## src/rtl/sign_mag_pkg.sv

```systemverilog
// Shared types for the frame sign-magnitude accumulator: FSM state encoding
// and the count-width rule used to size the per-frame sample counter.
package sign_mag_pkg;

   typedef enum logic {
      ACCUM = 1'b0,
      DONE  = 1'b1
   } state_t;

   // Counter must be able to hold FRAME_LEN itself, not just FRAME_LEN-1.
   function automatic int cnt_width(input int frame_len);
      return $clog2(frame_len + 1);
   endfunction

   localparam int DEF_FRAME_LEN = 16;
   localparam int DEF_CNT_W     = cnt_width(DEF_FRAME_LEN);

endpackage

```

## src/rtl/sign_mag_add_core.sv

```systemverilog
// Combinational sign-magnitude add: accumulator plus zero-extended sample,
// with carry out of the magnitude field and canonical +0 on zero results.
module sign_mag_add_core #(
   parameter int DATA_WIDTH = 8,
   parameter int ACC_WIDTH  = 12
) (
   input  logic [ACC_WIDTH-1:0]  acc_i,
   input  logic [DATA_WIDTH-1:0] smp_i,
   output logic [ACC_WIDTH-1:0]  sum_o,
   output logic                  carry_o
);

   localparam int MAG_W = ACC_WIDTH - 1;

   logic [MAG_W-1:0] a_mag;
   logic [MAG_W-1:0] b_mag;
   logic [MAG_W-1:0] r_mag;
   logic [MAG_W:0]   mag_sum;
   logic             a_sgn;
   logic             b_sgn;
   logic             r_sgn;

   always_comb begin
      a_mag = acc_i[MAG_W-1:0];
      b_mag = '0;
      b_mag[DATA_WIDTH-2:0] = smp_i[DATA_WIDTH-2:0];
      // A negative zero on either operand is treated as positive zero.
      a_sgn   = acc_i[ACC_WIDTH-1] && (a_mag != '0);
      b_sgn   = smp_i[DATA_WIDTH-1] && (b_mag != '0);
      mag_sum = {1'b0, a_mag} + {1'b0, b_mag};
      carry_o = 1'b0;
      if (a_sgn == b_sgn) begin
         r_mag   = mag_sum[MAG_W-1:0];
         r_sgn   = a_sgn;
         carry_o = mag_sum[MAG_W];
      end else if (a_mag >= b_mag) begin
         r_mag = a_mag - b_mag;
         r_sgn = a_sgn;
      end else begin
         r_mag = b_mag - a_mag;
         r_sgn = b_sgn;
      end
      if (r_mag == '0) begin
         r_sgn = 1'b0;
      end
      sum_o = {r_sgn, r_mag};
   end

endmodule

```

## src/rtl/sign_mag_accum.sv

```systemverilog
// Frame accumulator: sums FRAME_LEN sign-magnitude samples, then offers the
// result on a valid/ready handshake. SIGN_MAG_ACC_SAT_EN selects saturation.
//
// state | meaning
// ACCUM | accepting samples, in_ready=1
// DONE  | frame result held, out_valid=1, waits for out_ready
module sign_mag_accum
   import sign_mag_pkg::*;
#(
   parameter int DATA_WIDTH = 8,
   parameter int ACC_WIDTH  = 12,
   parameter int FRAME_LEN  = 16
) (
   input  logic                           clk,
   input  logic                           rst,
   input  logic                           clr_in,
   input  logic                           in_valid,
   output logic                           in_ready,
   input  logic [DATA_WIDTH-1:0]          a_in,
   output logic                           out_valid,
   input  logic                           out_ready,
   output logic [ACC_WIDTH-1:0]           sum_out,
   output logic                           ovf_out,
   output logic [$clog2(FRAME_LEN+1)-1:0] cnt_out
);

   localparam int               CNT_W    = cnt_width(FRAME_LEN);
   localparam int               MAG_W    = ACC_WIDTH - 1;
   localparam logic [CNT_W-1:0] CNT_LAST = CNT_W'(FRAME_LEN - 1);

   state_t               state_q, state_d;
   logic [ACC_WIDTH-1:0] sum_q, sum_d;
   logic                 ovf_q, ovf_d;
   logic [CNT_W-1:0]     cnt_q, cnt_d;

   logic [ACC_WIDTH-1:0] add_sum;
   logic [ACC_WIDTH-1:0] add_res;
   logic                 add_carry;

   sign_mag_add_core #(
      .DATA_WIDTH (DATA_WIDTH),
      .ACC_WIDTH  (ACC_WIDTH)
   ) u_add (
      .acc_i   (sum_q),
      .smp_i   (a_in),
      .sum_o   (add_sum),
      .carry_o (add_carry)
   );

`ifdef SIGN_MAG_ACC_SAT_EN
   // Clamp keeps the sign; later opposite-sign samples subtract from full scale.
   assign add_res = add_carry ? {add_sum[ACC_WIDTH-1], {MAG_W{1'b1}}} : add_sum;
`else
   assign add_res = add_sum;
`endif

   always_comb begin
      state_d = state_q;
      sum_d   = sum_q;
      ovf_d   = ovf_q;
      cnt_d   = cnt_q;
      if (clr_in) begin
         state_d = ACCUM;
         sum_d   = '0;
         ovf_d   = 1'b0;
         cnt_d   = '0;
      end else begin
         case (state_q)
            ACCUM: begin
               if (in_valid) begin
                  sum_d = add_res;
                  ovf_d = ovf_q | add_carry;
                  cnt_d = cnt_q + CNT_W'(1);
                  if (cnt_q == CNT_LAST) begin
                     state_d = DONE;
                  end
               end
            end
            DONE: begin
               if (out_ready) begin
                  state_d = ACCUM;
                  sum_d   = '0;
                  ovf_d   = 1'b0;
                  cnt_d   = '0;
               end
            end
            default: state_d = ACCUM;
         endcase
      end
   end

   always_ff @(posedge clk or posedge rst) begin
      if (rst) begin
         state_q <= ACCUM;
         sum_q   <= '0;
         ovf_q   <= 1'b0;
         cnt_q   <= '0;
      end else begin
         state_q <= state_d;
         sum_q   <= sum_d;
         ovf_q   <= ovf_d;
         cnt_q   <= cnt_d;
      end
   end

   assign in_ready  = (state_q == ACCUM);
   assign out_valid = (state_q == DONE);
   assign sum_out   = sum_q;
   assign ovf_out   = ovf_q;
   assign cnt_out   = cnt_q;

endmodule

```

## config.mk

```make
export PLATFORM = sky130hd
export DESIGN_NAME = sign_mag_accum
export DESIGN_NICKNAME = d
export VERILOG_FILES = /design/src/rtl/sign_mag_pkg.sv /design/src/rtl/sign_mag_add_core.sv /design/src/rtl/sign_mag_accum.sv
export SDC_FILE = /design/constraint.sdc
export NUM_CORES = 1
export LEC_CHECK = 0
export CORE_MARGIN = 2
export CORE_UTILIZATION = 28
export DETAILED_ROUTE_END_ITERATION = 8
export REMOVE_ABC_BUFFERS = 1
export SLEW_MARGIN = 20
export SYNTH_ARGS = -nofsm -noshare
export SYNTH_HDL_FRONTEND = slang
export SYNTH_HIERARCHICAL = 1
export SYNTH_SLANG_ARGS = --single-unit
```

## constraint.sdc

```tcl
create_clock -name clk -period 4.8 [get_ports clk]
set_input_delay 0.96 -clock clk [delete_from_list [all_inputs] [get_ports clk]]
set_output_delay 0.96 -clock clk [all_outputs]
set_load 0.005 [all_outputs]
```

# --- Word-level counts from Yosys, hierarchy flattened ---
# Cells that the tools add are included.
totals:
  in_bits: 13
  ff_bits: 19
  output_inout_bits: 20
  word_cells: 44
classes:
  mux: 23
  bitwise_logic: 2
  eq_ne: 4
  n_addsub: 4
  magnitude_cmp: 1
  n_reduce_logical: 6
op_table:
  columns: ["op", "count"]
  rows:
  - ["two-way mux 12 bit", 3]
  - ["case mux 12 bit (2 select lines)", 1]
  - ["two-way mux 11 bit", 2]
  - ["two-way mux 5 bit", 3]
  - ["adder 11 x 7 -> 12 bit", 1]
  - [">= comparator 11 x 7 -> 1 bit", 1]
  - ["logical NOT 11 bit", 1]
  - ["two-way mux 1 bit", 11]
  - ["nonzero test 11 bit", 1]
  - ["subtractor 11 x 7 -> 11 bit", 1]
  - ["subtractor 7 x 11 -> 11 bit", 1]
  - ["case mux 5 bit (2 select lines)", 1]
  - ["nonzero test 7 bit", 1]
  - ["!= test 3 bit (second input constant)", 2]
  - ["adder 5 x 1 -> 5 bit (second input constant)", 1]
  - ["== test 5 x 4 -> 1 bit (second input constant)", 1]
  - ["case mux 1 bit (2 select lines)", 2]
  - ["logical AND 1 bit", 2]
  - ["AND reduction 2 bit", 1]
  - ["== test 1 bit", 1]
  - ["inverter 1 bit", 1]
  - ["bitwise OR 1 bit", 1]

# --- Logic depth before layout (Yosys ltp) ---
# Gate-level depths: netlist (run 1).
logic_depth:
  depth_word: 9
  depth_mapped: 14
  depth_no_buf: 13

# --- Cells and area by module ---
# The synthesis (run 1) kept the hierarchy.
by_module_without_submodules:
  columns: ["module", "n_inst", "cells_each", "seq_area_each_um2", "area_per_inst_um2"]
  rows:
  - ["sign_mag_add_core", 1, 187, 0.0, 1356.3]
  - ["sign_mag_accum", 1, 60, 475.5, 802.0]

# --- Worst setup path after synthesis (run 1) ---
# OpenSTA, ideal clock, no wires.
synth_path:
  path_kind: "in2reg"
  start: "input a_in[6]"
  end: "register sum_q[11] (netlist: sum_out[11])"
  path_buffers: 2
  slack_ns: 1.099
  stages: 12
  arrival_time_ns: 3.580
  setup_ns: 0.121
  t_required_ns: 4.679
  path_cell_list: "ha_1 > a21oi_1 > o211ai_4 > or2_1 > buf_6 > o31ai_1 > mux2i_1 > or4_1 > nor4_1 > a31oi_1 > buf_4 > a22o_1"
synth_via:
  elab_chain_cells: 9
  elab_cells_between_ends: 16
  classes_between: "add/sub (3); order compare (1); eq/ne (1); mux (8); reduce/logical (3)"
synth_rtl:
  columns: ["element", "line", "text"]
  rows:
  - ["start: declaration", "sign_mag_accum.sv:19", "input logic [DATA_WIDTH-1:0] a_in,"]
  - ["branches (longest 5 deep; another with subtractor 7 x 11 -> 11 bit)", null, null]
  - ["two-way mux 1 bit (*)", "sign_mag_add_core.sv:43", "if (r_mag == '0) begin"]
  - ["named net u_add.r_sgn", "sign_mag_add_core.sv:21", "logic r_sgn;"]
  - ["two-way mux 12 bit (*)", "sign_mag_accum.sv:70", "if (in_valid) begin"]
  - ["case mux 12 bit (2 select lines) (*)", "sign_mag_accum.sv:68", "case (state_q)"]
  - ["two-way mux 12 bit (*)", "sign_mag_accum.sv:62", "if (clr_in) begin"]
  - ["end signal: assignment", "sign_mag_accum.sv:100", "sum_q <= sum_d;"]
  - ["end: declaration", "sign_mag_accum.sv:32", "logic [ACC_WIDTH-1:0] sum_q, sum_d;"]
# Mark *: on every way through the listed nets, which the timed path passes. The select of a mux whose other input is x is not followed.
# A chain may end at the register's enable or synchronous reset.

# --- Worst setup path in the final report (run 1) ---
layout_path:
  start: "input a_in[2]"
  end: "register sum_q[11] (netlist: sum_out[11])"
layout_via:
  elab_chain_cells: 9
  elab_cells_between_ends: 16
  classes_between: "add/sub (3); order compare (1); eq/ne (1); mux (8); reduce/logical (3)"
layout_rtl:
  columns: ["element", "line", "text"]
  rows:
  - ["branches (longest 5 deep; another with subtractor 7 x 11 -> 11 bit)", null, null]
  - ["two-way mux 1 bit (*)", "sign_mag_add_core.sv:43", null]
  - ["named net add_res[11]", "sign_mag_accum.sv:37", "logic [ACC_WIDTH-1:0] add_res;"]
  - ["two-way mux 12 bit (*)", "sign_mag_accum.sv:70", null]
  - ["case mux 12 bit (2 select lines) (*)", "sign_mag_accum.sv:68", null]
  - ["two-way mux 12 bit (*)", "sign_mag_accum.sv:62", null]
# Marked as above.

==> flow_summary.json, run 1 <==
{
  "arrival_ns": 4.53,
  "n_antenna_cell": 0,
  "htreeDepth": 1,
  "synth_area_per_cell_um2": 8.74,
  "fp.dieW_um": 91.8,
  "synth_area_leaders": "dfrtp_1 22%, ha_1 13%, a22o_1 6.1%",
  "slew_headroom_pct": 52.5,
  "die_y_um": 91.8,
  "rows": 32,
  "post-route-period-util_pct": 91.4,
  "yosysSeqAreaShare_pct": 22.0,
  "yosys.area.top_type": "dfrtp_1",
  "synth_edf_count": 0,
  "finalClockSkew_ns": 0.00439,
  "grt_pass1_vias": 1792,
  "wl_per_cell_um": 14.7,
  "status": "complete, no violations",
  "yosysWarnings": 6,
  "drtIter0Drc": 100,
  "yosys.area_share.simple_pct": 16.7,
  "end_kind": "flip-flop",
  "hold_path.class": "reg2reg",
  "tightest_slew_ns": 0.712,
  "r2r_setup_slack_ns": 1.10,
  "worstRegToRegCells": 11,
  "min_from": "sum_out[11]",
  "ys_seq_elements": 19,
  "post_cts_buffers": 0,
  "synth_top_family_by_area": "compound AO/OA/AOI/OAI gates",
  "drc": 0,
  "leakagePower_nw": 1.12,
  "hold_end": "sum_out[11]",
  "cap_violations": 0,
  "detailed_place_hpwl_um": 4420,
  "syn-cell-area_um2": 2160,
  "cts_inserted_buffers": 3,
  "clk_latency_ns": 0.25,
  "ys_types": 57,
  "cts_tree": "done",
  "r2r_start": "sum_out[2]",
  "rsz0062_at_grt": "false",
  "routed_wirelength_um": 5500,
  "p_per_area_nw_per_um2": 550,
  "fin_setup_tns_ns": 0,
  "yosys-mux-area-fraction_pct": 2.96,
  "design_area_um2": 2550,
  "grt_pass1_wl_um": 9030,
  "grt_start_max_net_pins": 20,
  "hold_violations": 0,
  "synth.top_cell.area_share_pct": 22.0,
  "synth_ff_type": "dfrtp_1",
  "antenna_left": 0,
  "ys_async_sr_fraction_pct": 100,
  "synthCells": 247,
  "maxSlewViolCount": 0,
  "grt_overflow": 0,
  "start_kind": "primary input",
  "drtPass1Iterations": 4,
  "start_util_pct": 28.4,
  "vias": 1881,
  "clk_pin_slew_ns": 0.07,
  "critical_path_class": "in2reg",
  "core_um2": 7610,
  "postCtsHoldBufs": 0,
  "clkSinkCount": 19,
  "synth_compound_gate_area_share_pct": 28.3,
  "cp_max_fo": 13,
  "peakVddDrop_v": 0.000181,
  "timing.rr.end": "sum_out[11]",
  "postCtsResizedCells": 0,
  "fin_crit_ns": 4.39,
  "antenna_found_initial": 0,
  "grt_use_total_pct": 13.0,
  "placed_area_um2": 2500,
  "gp_congestion": 0.906,
  "required_ns": 4.94,
  "synth_fa_ha_area_share_pct": 16.1,
  "setup_viol": 0,
  "layout.nets": 313,
  "synthXorXnorAreaFrac_pct": 3.59,
  "die_area_um2": 8430,
  "cts_max_path_buffers": 2,
  "cts_root_buf": "clkbuf_8",
  "numPortBuffers": 32,
  "layout-drive-gt1-share_pct": 9.16,
  "area_delta_synth_final_pct": 18.2,
  "via_per_inst": 5.02,
  "io-pin-count": 33,
  "hold_depth": 1,
  "fmax_mhz": 228
}
layout make-up:
type	instances	area, µm²
Clock buffer	4	45.0
Fill cell	837	5060
Inverter	32	120
Multi-Input combinational cell	186	1460
Sequential cell	19	475
Tap cell	102	128
Timing Repair Buffer	32	320
synthesized netlist by cell type (all sizes together), types with 2 or more instances:
master / instances
o22ai: 2
dfrtp: 19
xor2: 4
o211ai: 3
inv: 32
a21o: 5
or2: 6
o21bai: 3
nor3: 5
buf: 6
a31oi: 5
a311oi: 2
nor2: 14
a22o: 15
and3: 2
mux2i: 3
mux2: 3
a211oi: 4
fa: 3
clkbuf: 4
a21oi: 19
o21a: 2
o21ai: 13
nand2: 13
ha: 23
nand3: 3
nor2b: 4
xnor2: 4
or4: 2
nand4: 2
nor4: 5
o31ai: 2
nand3b: 3
per-stage QoR:
step                setup slack [ns]  hold WS [ns]  util, %  cells  total power (W)
detailed placement             0.214         0.527     32.9    371          0.00129
finish                         0.412         0.536     33.5    375          0.00140
global route                   0.104         0.595     33.5    375          0.00153
CTS                            0.466         0.543     33.5    375          0.00140
floorplan                       1.17         0.521        -    237         0.000989
global placement               0.172         0.525     32.9    371          0.00130
metal layers:
metal	vias to the layer above	part of all wire, %	GRT usage (%)
met2	49	48	22.0
met5	-	0	0
met4	0	0.20	1.87
met3	2	4.1	0.986
li1	939	-	-
met1	891	48	18.6
critical path, cell delays in order:
cell             delay [ns]
clkdlybuf4s50_1        0.52
ha_1                   0.48
a21oi_1                0.32
a31oi_1                0.25
or2_1                  0.40
o31ai_1                0.35
mux2i_1                0.14
or4_1                  0.53
nor4_1                 0.25
a31oi_1                0.12
a22o_1                 0.20
placed cells by master, fill, tap and decap left out, drive strengths merged, types with 2 or more instances in the layout:
cell type,n
inv,32
clkdlybuf4s50,32
ha,23
dfrtp,19
a21oi,19
a22o,15
nor2,14
nand2,13
o21ai,13
or2,6
a21o,5
a31oi,5
nor3,5
nor4,5
xnor2,4
clkbuf,4
xor2,4
nor2b,4
a211oi,4
mux2,3
nand3b,3
nand3,3
o21bai,3
mux2i,3
fa,3
o211ai,3
and3,2
nand4,2
o21a,2
o22ai,2
o31ai,2
a311oi,2
or4,2
report_power, final:
group          internal (W)  leakage, nW  switching (W)
clock             0.0000589       0.0228      0.0000504
sequential         0.000198        0.257      0.0000980
combinational      0.000457        0.844       0.000541
total              0.000714         1.12       0.000689
how the worst max path moves through the flow:
stage	slack, ns	end	start	cells past startpoint
after floorplan	1.17	sum_out[11]	a_in[4]	10
after global placement	0.17	sum_out[11]	a_in[2]	11
after detailed placement	0.21	sum_out[11]	a_in[2]	11
after CTS	0.47	sum_out[11]	a_in[2]	11
after global routing	0.10	sum_out[11]	a_in[2]	11
final	0.41	sum_out[11]	a_in[2]	11
state kept, by name (all words and copies together), names as in the netlist:
| register | cells |
|---|---|
| ovf_out | 1 |
| cnt_out | 5 |
| sum_out | 12 |
| out_valid | 1 |
cells by family (layout without fill, tap and decap cells):
family                   after synthesis  in the layout
multiplexers                           6              6
buffers and inverters                 42             68
XOR/XNOR                               8              8
AO/OA/AOI/OAI                         82             82
flip-flops                            19             19
adder cells (fa/ha/maj)               26             26
AND/OR/NAND/NOR                       64             64
(Power assumes the default switching activity.)
==> run 2: changes to the inputs <==
--- a/config.mk
+++ b/config.mk
@@ -7,6 +7,7 @@
 export LEC_CHECK = 0
 export CORE_MARGIN = 2
 export CORE_UTILIZATION = 28
+export CTS_BUF_LIST = sky130_fd_sc_hd__clkbuf_4
 export DETAILED_ROUTE_END_ITERATION = 8
 export REMOVE_ABC_BUFFERS = 1
 export SLEW_MARGIN = 20
==> constraint.sdc (replaced) <==
create_clock -name clk -period 5.53 [get_ports clk]
set_input_delay 1.106 -clock clk [delete_from_list [all_inputs] [get_ports clk]]
set_output_delay 1.106 -clock clk [all_outputs]
set_load 0.005 [all_outputs]
==> run 2 against run 1 <==
Combinational power decreased by 13%. Global-route usage increased by 0.44 points. Non-clock buffer count unchanged. First-iteration DRC count decreased by 21%. Clock power decreased by 35%. Total power decreased by 15%. Sequential power decreased by 14%. Design area decreased by 0.69%. Critical path type unchanged. Clock-buffer cell count decreased by 1.
==> flow_summary.json, run 2 (synthesized netlist as in run 1, its figures left out) <==
{
  "status": "complete, no violations",
  "clk_pin_slew_ns": 0.11,
  "start_kind": "primary input",
  "tightest_slew_ns": 0.707,
  "gp_congestion": 0.906,
  "post-route-period-util_pct": 80.9,
  "drtIter0Drc": 79,
  "arrival_ns": 4.68,
  "detailed_place_hpwl_um": 4470,
  "required_ns": 5.73,
  "placed_area_um2": 2500,
  "hold_violations": 0,
  "fin_setup_tns_ns": 0,
  "cp_slowest_cell": "ha_1",
  "drtPass1Iterations": 4,
  "grt_pass1_wl_um": 9250,
  "crit_top_cell": "a31oi_1",
  "start_util_pct": 28.4,
  "postCtsHoldBufs": 0,
  "core_um2": 7610,
  "cts_root_buf": "clkbuf_4",
  "via_per_inst": 5.00,
  "leakagePower_nw": 1.12,
  "n_antenna_cell": 0,
  "die_y_um": 91.8,
  "power_w": 0.00120,
  "rsz0062_at_grt": "false",
  "wl_per_cell_um": 14.7,
  "grt_overflow": 0,
  "htreeDepth": 1,
  "peakVddDrop_v": 0.000150,
  "fp.dieW_um": 91.8,
  "setup_viol": 0,
  "end_kind": "flip-flop",
  "clk_latency_ns": 0.30,
  "final_util_pct": 33.3,
  "cap_violations": 0,
  "grt_pass1_vias": 1838,
  "antenna_left": 0,
  "design_area_um2": 2530,
  "die_area_um2": 8430,
  "area_delta_synth_final_pct": 17.4,
  "cp_cell_sequence": "clkdlybuf4s50_1 -> ha_1 -> nand3b_1 -> a31oi_1 -> or2_1 -> o31ai_1 -> mux2i_1 -> or4_1 -> nor4_1 -> a31oi_1 -> a22o_1",
  "io-pin-count": 33,
  "cp_max_fo": 13,
  "largest_reg_flops": 12,
  "grt_start_max_net_pins": 20,
  "grt_use_total_pct": 13.5,
  "antenna_found_initial": 0,
  "maxSlewViolCount": 0,
  "slew_headroom_pct": 52.8,
  "drc": 0,
  "postCtsResizedCells": 0,
  "hold_path.class": "reg2reg",
  "vias": 1876,
  "fmax_mhz": 224,
  "fin_crit_ns": 4.47,
  "layout_common_cells": "32 x inv_1, 32 x clkdlybuf4s50_1, 23 x ha_1",
  "p_per_area_nw_per_um2": 473,
  "cts_max_path_buffers": 2,
  "rows": 32,
  "clkSinkCount": 19,
  "layout-drive-gt1-share_pct": 9.52,
  "critical_path_class": "in2reg",
  "finalClockSkew_ns": 0.00771,
  "cts_inserted_buffers": 3,
  "post_cts_buffers": 0,
  "numPortBuffers": 32,
  "routed_wirelength_um": 5500,
  "layout.nets": 313,
  "slowest_delay_ns": 0.57,
  "holdWs_ns": 0.560,
  "cts_tree": "done"
}
run 2: cell count changes in the layout (fill, tap and decap cells not counted):
cell	previous run	this run
clkbuf_1	1	0
clkbuf_4	0	3
clkbuf_8	3	0
clkinv_2	0	1
run 2: worst paths after layout:
| check | slack, ns | from | cells after the start | endpoint |
|---|---|---|---|---|
| max | 1.06 | a_in[2] | 11 | sum_out[11] |
| min | 0.56 | ovf_out | 2 | ovf_out |
| max reg2reg | 1.86 | sum_out[2] | 11 | sum_out[11] |
| min reg2reg | 0.56 | ovf_out | 2 | ovf_out |
| max in group asynchronous | 3.87 | rst | 2 | sum_out[4] |
| min in group asynchronous | 1.21 | rst | 2 | sum_out[3] |
run 2: layout make-up:
class                      count  area (µm²)
inverter                      32         120
fill                         827        5070
tap                          102         128
clock buffer                   3        22.5
multi-input combinational    186        1460
clock inverter                 1        5.00
sequential                    19         475
timing repair buffer          32         320
run 2: per-stage QoR:
step                      worst slack (ns)  std cells
after floorplan                       1.75        237
after global placement               0.756        371
after detailed placement             0.822        371
after CTS                             1.12        375
after global routing                 0.764        375
final                                 1.06        375
run 2: per-layer routing:
layer	up-vias	wire, µm	global-route usage (%)
met5	-	0	0
met4	0	70	3.11
met3	7	235	1.07
met2	55	2570	21.9
met1	881	2630	19.5
li1	933	-	-
run 2: report_power, final:
| part | switching (W) | internal, W | total (W) | leakage (nW) |
|---|---|---|---|---|
| Sequential | 0.0000834 | 0.000172 | 0.000255 | 0.257 |
| Combinational | 0.000474 | 0.000397 | 0.000871 | 0.844 |
| Clock | 0.0000441 | 0.0000270 | 0.0000710 | 0.0177 |
| Total | 0.000602 | 0.000596 | 0.00120 | 1.12 |
run 2: critical path, delay by kind of cell:
kind | cells | cell delay (ns)
muxes | 1 | 0.14
AOI/OAI and AO/OA | 4 | 0.97
buffers and inverters | 1 | 0.52
adders and majority gates | 1 | 0.57
and+or+nand+nor | 4 | 1.38
